### src/rtl/sram_fifo_pkg.sv
// sram_fifo_pkg
//   Shared constants and helpers for the SRAM-backed FIFO.
//   BUF_DEPTH       : number of entries in the registered output buffer
//   BUF_COUNT_WIDTH : width of the output buffer occupancy count
//   wrap_inc()      : pointer increment with explicit wrap at depth-1
//                     (depth need not be a power of two)
//   level_width()   : width of the optional occupancy port for a given depth
package sram_fifo_pkg;

  localparam int BUF_DEPTH       = 2;
  localparam int BUF_COUNT_WIDTH = $clog2(BUF_DEPTH + 1);

  function automatic int wrap_inc(input int ptr, input int depth);
    return (ptr == depth - 1) ? 0 : ptr + 1;
  endfunction

  // Capacity is DEPTH + BUF_DEPTH, so two extra bits always suffice.
  function automatic int level_width(input int depth);
    return $clog2(depth) + 2;
  endfunction

endpackage

### src/rtl/dual_port_sram.sv
// dual_port_sram
//   Simple dual-port synchronous SRAM, one write port and one read port.
//   Read data is registered (1-cycle latency). A read and a write to the
//   same address in the same cycle returns the newly written word.
//   Ports:
//     clk            : clock, rising edge
//     chip_select    : enables both ports
//     output_enable  : enables the read data register update
//     write_enable   : write write_data to write_address
//     write_address  : write port address
//     write_data     : write port data
//     read_address   : read port address
//     read_data      : registered read data
module dual_port_sram #(
  parameter int WIDTH = 8,
  parameter int DEPTH = 16,
  localparam int ADDR_WIDTH = $clog2(DEPTH)
) (
  input  logic                  clk,
  input  logic                  chip_select,
  input  logic                  output_enable,
  input  logic                  write_enable,
  input  logic [ADDR_WIDTH-1:0] write_address,
  input  logic [WIDTH-1:0]      write_data,
  input  logic [ADDR_WIDTH-1:0] read_address,
  output logic [WIDTH-1:0]      read_data
);

  logic [WIDTH-1:0] mem [DEPTH];

  // Storage is intentionally not reset.
  always_ff @(posedge clk) begin
    if (chip_select && write_enable) begin
      mem[write_address] <= write_data;
    end
    if (chip_select && output_enable) begin
      // Same-address collision forwards the word being written.
      if (write_enable && (write_address == read_address)) begin
        read_data <= write_data;
      end else begin
        read_data <= mem[read_address];
      end
    end
  end

endmodule

### src/rtl/sram_fifo_out_buf.sv
// sram_fifo_out_buf
//   Two-entry registered FIFO that holds words returned by the SRAM and
//   presents the head word to the consumer.
//   Ports:
//     clk     : clock, rising edge
//     rst     : asynchronous active-high reset
//     wr_en   : capture wr_data this cycle (caller guarantees space)
//     wr_data : word to capture
//     rd_en   : drop the head word this cycle (caller guarantees non-empty)
//     rd_data : head word, zero when empty
//     count   : number of words held (0..2)
module sram_fifo_out_buf
  import sram_fifo_pkg::*;
#(
  parameter int WIDTH = 8
) (
  input  logic                       clk,
  input  logic                       rst,
  input  logic                       wr_en,
  input  logic [WIDTH-1:0]           wr_data,
  input  logic                       rd_en,
  output logic [WIDTH-1:0]           rd_data,
  output logic [BUF_COUNT_WIDTH-1:0] count
);

  logic [WIDTH-1:0] entry0;
  logic [WIDTH-1:0] entry1;
  logic             wr_sel;
  logic             rd_sel;

  always_ff @(posedge clk or posedge rst) begin
    if (rst) begin
      entry0 <= '0;
      entry1 <= '0;
      wr_sel <= 1'b0;
      rd_sel <= 1'b0;
      count  <= '0;
    end else begin
      if (wr_en) begin
        if (wr_sel) begin
          entry1 <= wr_data;
        end else begin
          entry0 <= wr_data;
        end
        wr_sel <= ~wr_sel;
      end
      if (rd_en) begin
        rd_sel <= ~rd_sel;
      end
      count <= count + BUF_COUNT_WIDTH'(wr_en) - BUF_COUNT_WIDTH'(rd_en);
    end
  end

  // Output is a mux of registers only; forced to zero when nothing is held.
  assign rd_data = (count != '0) ? (rd_sel ? entry1 : entry0) : '0;

endmodule

### src/rtl/sram_fifo.sv
// sram_fifo
//   Valid/ready FIFO built on a dual_port_sram plus a 2-entry registered
//   output buffer, sustaining one word per cycle despite SRAM read latency.
//   Total capacity is DEPTH + 2.
//   Optional feature: define SRAM_FIFO_LEVEL_EN to add the 'level' port
//   (registered total occupancy).
//   Ports:
//     clk       : clock, rising edge
//     rst       : asynchronous active-high reset
//     in_valid  : producer has a word
//     in_ready  : FIFO accepts a word this cycle
//     in_data   : word to write
//     out_valid : out_data holds the head word
//     out_ready : consumer takes the head word this cycle
//     out_data  : head word
//     level     : occupancy (only with SRAM_FIFO_LEVEL_EN)
module sram_fifo
  import sram_fifo_pkg::*;
#(
  parameter int WIDTH = 8,
  parameter int DEPTH = 16,
  localparam int ADDR_WIDTH = $clog2(DEPTH)
) (
  input  logic                          clk,
  input  logic                          rst,
  input  logic                          in_valid,
  output logic                          in_ready,
  input  logic [WIDTH-1:0]              in_data,
  output logic                          out_valid,
  input  logic                          out_ready,
  output logic [WIDTH-1:0]              out_data
`ifdef SRAM_FIFO_LEVEL_EN
  ,output logic [level_width(DEPTH)-1:0] level
`endif
);

  localparam logic [ADDR_WIDTH:0] DEPTH_COUNT = (ADDR_WIDTH + 1)'(DEPTH);
  localparam int                  CW          = BUF_COUNT_WIDTH + 1;

  logic [ADDR_WIDTH-1:0]      wr_ptr;
  logic [ADDR_WIDTH-1:0]      rd_ptr;
  logic [ADDR_WIDTH:0]        sram_count;
  logic                       inflight;
  logic [BUF_COUNT_WIDTH-1:0] buf_count;
  logic [CW-1:0]              buf_committed;
  logic                       push;
  logic                       pop;
  logic                       rd_issue;
  logic [WIDTH-1:0]           sram_rd_data;

  assign in_ready  = ~rst & (sram_count < DEPTH_COUNT);
  assign push      = in_valid & in_ready;
  assign out_valid = (buf_count != '0);
  assign pop       = out_valid & out_ready;

  // Buffer slots already spoken for once this cycle's pop is credited.
  // A read may only be issued if its word will have a slot next cycle.
  assign buf_committed = CW'(buf_count) + CW'(inflight) - CW'(pop);
  assign rd_issue      = (sram_count != '0) && (buf_committed < CW'(BUF_DEPTH));

  always_ff @(posedge clk or posedge rst) begin
    if (rst) begin
      wr_ptr     <= '0;
      rd_ptr     <= '0;
      sram_count <= '0;
      inflight   <= 1'b0;
    end else begin
      if (push) begin
        wr_ptr <= ADDR_WIDTH'(wrap_inc(int'(wr_ptr), DEPTH));
      end
      if (rd_issue) begin
        rd_ptr <= ADDR_WIDTH'(wrap_inc(int'(rd_ptr), DEPTH));
      end
      sram_count <= sram_count + (ADDR_WIDTH + 1)'(push) - (ADDR_WIDTH + 1)'(rd_issue);
      inflight   <= rd_issue;
    end
  end

`ifdef SRAM_FIFO_LEVEL_EN
  localparam int LEVEL_WIDTH = level_width(DEPTH);

  // Every word in SRAM, in flight or buffered enters via push and leaves
  // via pop, so a push/pop counter tracks their sum exactly.
  always_ff @(posedge clk or posedge rst) begin
    if (rst) begin
      level <= '0;
    end else begin
      level <= level + LEVEL_WIDTH'(push) - LEVEL_WIDTH'(pop);
    end
  end
`endif

  dual_port_sram #(
    .WIDTH (WIDTH),
    .DEPTH (DEPTH)
  ) u_sram (
    .clk           (clk),
    .chip_select   (~rst),
    .output_enable (~rst),
    .write_enable  (push),
    .write_address (wr_ptr),
    .write_data    (in_data),
    .read_address  (rd_ptr),
    .read_data     (sram_rd_data)
  );

  sram_fifo_out_buf #(
    .WIDTH (WIDTH)
  ) u_out_buf (
    .clk     (clk),
    .rst     (rst),
    .wr_en   (inflight),
    .wr_data (sram_rd_data),
    .rd_en   (pop),
    .rd_data (out_data),
    .count   (buf_count)
  );

endmodule

### config.mk
export PLATFORM = sky130hd
export DESIGN_NAME = sram_fifo
export DESIGN_NICKNAME = d
export VERILOG_FILES = /design/src/rtl/sram_fifo_pkg.sv /design/src/rtl/dual_port_sram.sv /design/src/rtl/sram_fifo_out_buf.sv /design/src/rtl/sram_fifo.sv
export SDC_FILE = /design/constraint.sdc
export NUM_CORES = 1
export LEC_CHECK = 0
export ABC_AREA = 1
export CAP_MARGIN = 20
export CORE_MARGIN = 4
export CORE_UTILIZATION = 55
export CTS_CLUSTER_DIAMETER = 40
export DETAILED_ROUTE_END_ITERATION = 8
export PLACE_DENSITY = 0.72
export SYNTH_ARGS = -nofsm -noshare
export SYNTH_HDL_FRONTEND = slang
export SYNTH_SLANG_ARGS = --single-unit
### constraint.sdc
create_clock -name clk -period 4.5 [get_ports clk]
set_input_delay 0.9 -clock clk [delete_from_list [all_inputs] [get_ports clk]]
set_output_delay 0.9 -clock clk [all_outputs]
set_load 0.05 [all_outputs]
==> results.py <==
metrics = {
    "run_status": {
        "status": "finished, final reports clean",
    },
    "logic_synthesis": {
        "synth_adder_area_share_pct": 2.65,
        "syn_area_per_cell_um2": 9.96,
        "ys_seq_elements": 170,
        "syn_nets": 794,
        "synthXorXnorAreaFrac_pct": 1.26,
        "synth_mux_area_share_pct": 0,
        "synthCells": 767,
        "synth_top_family_by_area": "simple AND/OR/NAND/NOR gates",
        "synth_cell_types": 25,
        "yosysWarnings": 0,
        "synth_area_um2": 7640,
        "yosys.area_share.simple_pct": 20.7,
        "ys_seq_area_share_pct": 64.6,
        "synth_compound_area_share_pct": 2.26,
    },
    "global_route": {
        "antenna_found_initial": 0,
        "grt_pass1_wl_um": 24800,
        "track_usage_pct": 20.1,
        "globalRouteOverflowTotal": 0,
        "grt_max_degree": 68,
        "grt_pass1_vias": 4917,
    },
    "power": {
        "combPwrFrac_pct": 35.3,
        "switchingPower_mw": 2.14,
        "p_clk_share_pct": 28.2,
        "vdd_ir_drop_max_mv": 0.335,
        "seqPwrFrac_pct": 36.5,
        "p_total_mw": 5.81,
        "leakage_nw": 3.77,
        "intPower_mw": 3.67,
        "p_sw_share_pct": 36.8,
        "power_density_nw_per_um2": 674,
    },
    "sta": {
        "min_period_over_period_pct": 82.5,
        "fin_hold_ws_ps": 489,
        "relSlewSlack_pct": 44.0,
        "min_period_ps": 3710,
        "max_freq_mhz": 269,
        "tns_ps": 0,
        "fin_ws_ps": 789,
        "hold_violations": 0,
        "slew_violations": 0,
        "finalSetupViolations": 0,
        "rsz0062_at_grt": "no",
        "finalClockSkew_ps": 9.69,
        "tightest_slew_ps": 837,
    },
    "setup_path": {
        "worstSetupPathType": "in -> reg",
        "cp-start-kind": "input port",
        "worstPathMaxFanout": 2,
        "r2r_end": "sram_count[4]$_DFF_PP0_",
        "worstSetupEndpointType": "register",
        "endpoint": "sram_count[4]$_DFF_PP0_",
        "rr_worst_depth": 18,
        "crit_chain": "clkdlybuf4s50_1, inv_1, nor2_1, ha_1, inv_1, ha_1, inv_1, fa_1, xor2_1, nor3_2, ha_1, inv_1, ha_1, fa_1, a21oi_1, nor2_1, nor2_1, xor2_1",
        "slowest_stage": "clkdlybuf4s50_1",
        "r2r_start": "u_out_buf.count[1]$_DFF_PP0_",
        "max_stage_delay_ps": 450,
        "worstSetupStartpoint": "out_ready",
        "cp.arrival_ps": 4060,
        "reg2reg_setup_slack_ps": 1120,
        "worstPathRequired_ps": 4850,
    },
    "cells_and_area": {
        "finalNonFillerCells": 972,
        "fin_util_pct": 64.4,
        "drive_above_1_share_pct": 6.03,
        "final_common_cell": "nand2_1",
        "antenna_cells": 0,
        "final_cell_mix": "nand2_1 (245), edfxtp_1 (136), inv_1 (124)",
        "final_area_um2": 8630,
        "area_growth_syn_to_layout_pct": 13.0,
        "nets": 810,
    },
    "place": {
        "portBuffers": 21,
        "gp_congestion": 0.886,
        "placed_cell_area_um2": 7940,
        "dp_cells": 939,
        "dp_slack_ps": 340,
        "hpwl_um": 9320,
    },
    "floorplan": {
        "rows": 42,
        "core_area_um2": 13400,
        "die_w_um": 126,
        "die_area_um2": 15800,
        "die_h_um": 126,
        "initial_utilization_pct": 57.0,
        "num_io_pins": 22,
    },
    "detailed_routing": {
        "totalWireLength_um": 15000,
        "routedWlPerCell_um": 15.4,
        "vias_per_cell": 5.15,
        "drc": 0,
        "first_iter_violations": 455,
        "first_pass_iters": 5,
        "num_vias": 5003,
        "antenna_left": 0,
    },
    "hold_path": {
        "hp-class": "reg -> reg",
    },
    "cts": {
        "cts_tree": "yes",
        "cts_made_buffers": 17,
        "cts-root-buf": "clkbuf_16",
        "postCtsHoldBufs": 0,
        "htreeDepth": 4,
        "cts-resized-gates": 0,
        "clk_path_buf_depth": 2,
        "cts_sinks": 170,
        "clkSlewWorstSetupHoldPaths_ps": 60,
        "clock_latency_ps": 430,
        "cts_setup_buffers": 0,
    },
    "job": {
        "maxCapViolCount": 0,
    },
}
==> critical path: cells and delay by family <==
| family | cells | cell delay [ps] |
|---|---|---|
| xor+xnor | 2 | 350 |
| buf+inv | 5 | 630 |
| compound gates | 1 | 160 |
| simple gates | 4 | 400 |
| fa+ha+maj | 6 | 1650 |
==> worst min-delay path by stage <==
stage,startpoint,endpoint,cells after the start
after global placement,u_out_buf.entry1[6]$_DFFE_PP0P_,u_out_buf.entry1[6]$_DFFE_PP0P_,2
final,u_out_buf.entry1[5]$_DFFE_PP0P_,u_out_buf.entry1[5]$_DFFE_PP0P_,2
after floorplan,u_out_buf.entry1[1]$_DFFE_PP0P_,u_out_buf.entry1[1]$_DFFE_PP0P_,2
after CTS,u_out_buf.entry1[7]$_DFFE_PP0P_,u_out_buf.entry1[7]$_DFFE_PP0P_,2
after global routing,u_out_buf.entry0[6]$_DFFE_PP0P_,u_out_buf.entry0[6]$_DFFE_PP0P_,2
after detailed placement,u_out_buf.entry1[7]$_DFFE_PP0P_,u_out_buf.entry1[7]$_DFFE_PP0P_,2
==> power groups by stage <==
stage               Clock (mW)  Combinational (mW)  Sequential [mW]
floorplan                    0                1.59             2.08
global placement             0                1.95             2.15
detailed placement           0                2.04             2.15
CTS                       1.66                2.04             2.12
global route              1.74                2.31             2.16
finish                    1.64                2.05             2.12
==> metal layers <==
layer | share of wire [%] | global-route usage (%) | vias up
met4 | 2.5 | 7.32 | 0
met1 | 43 | 26.7 | 2354
met3 | 6.4 | 5.50 | 24
li1 | - | - | 2482
met2 | 48 | 32.0 | 143
met5 | 0 | 0 | -
==> registers in the layout (all words and copies together) (netlist names) <==
signal            cells
u_sram.mem          128
sram_count            5
u_out_buf.entry0      8
u_sram.read_data      8
u_out_buf.rd_sel      1
u_out_buf.count       2
u_out_buf.wr_sel      1
rd_ptr                4
wr_ptr                4
inflight              1
u_out_buf.entry1      8
==> synthesized netlist by cell type (all sizes together) <==
cell | number | area [um^2]
a21oi | 12 | 67.6
nor2 | 25 | 96.4
nor3 | 3 | 20.0
nand2 | 245 | 920
fa | 2 | 40.0
xor2 | 11 | 96.3
clkinv | 1 | 5.00
ha | 13 | 163
inv | 128 | 480
edfxtp | 136 | 4080
buf | 24 | 141
clkbuf | 6 | 22.5
o21ai | 21 | 105
dfrtp | 34 | 851
or2 | 1 | 6.26
nand3 | 105 | 538
==> logic make-up (layout without fill, tap and decap cells) <==
| kind of cell | after synthesis | count (layout) |
|---|---|---|
| simple gates | 379 | 379 |
| flops | 170 | 170 |
| buf+inv | 159 | 188 |
| compound gates | 33 | 33 |
| fa+ha+maj | 15 | 15 |
| xor+xnor | 11 | 11 |
==> cell type report <==
type / count / area (um^2)
flip-flops and latches: 170 / 4940
repair buffers: 27 / 268
clock buffers: 17 / 425
clock inverters: 15 / 245
fillers: 1035 / 4770
inverters: 129 / 485
multi-input cells: 438 / 2050
well taps: 176 / 220
(Power assumes the default switching activity.)
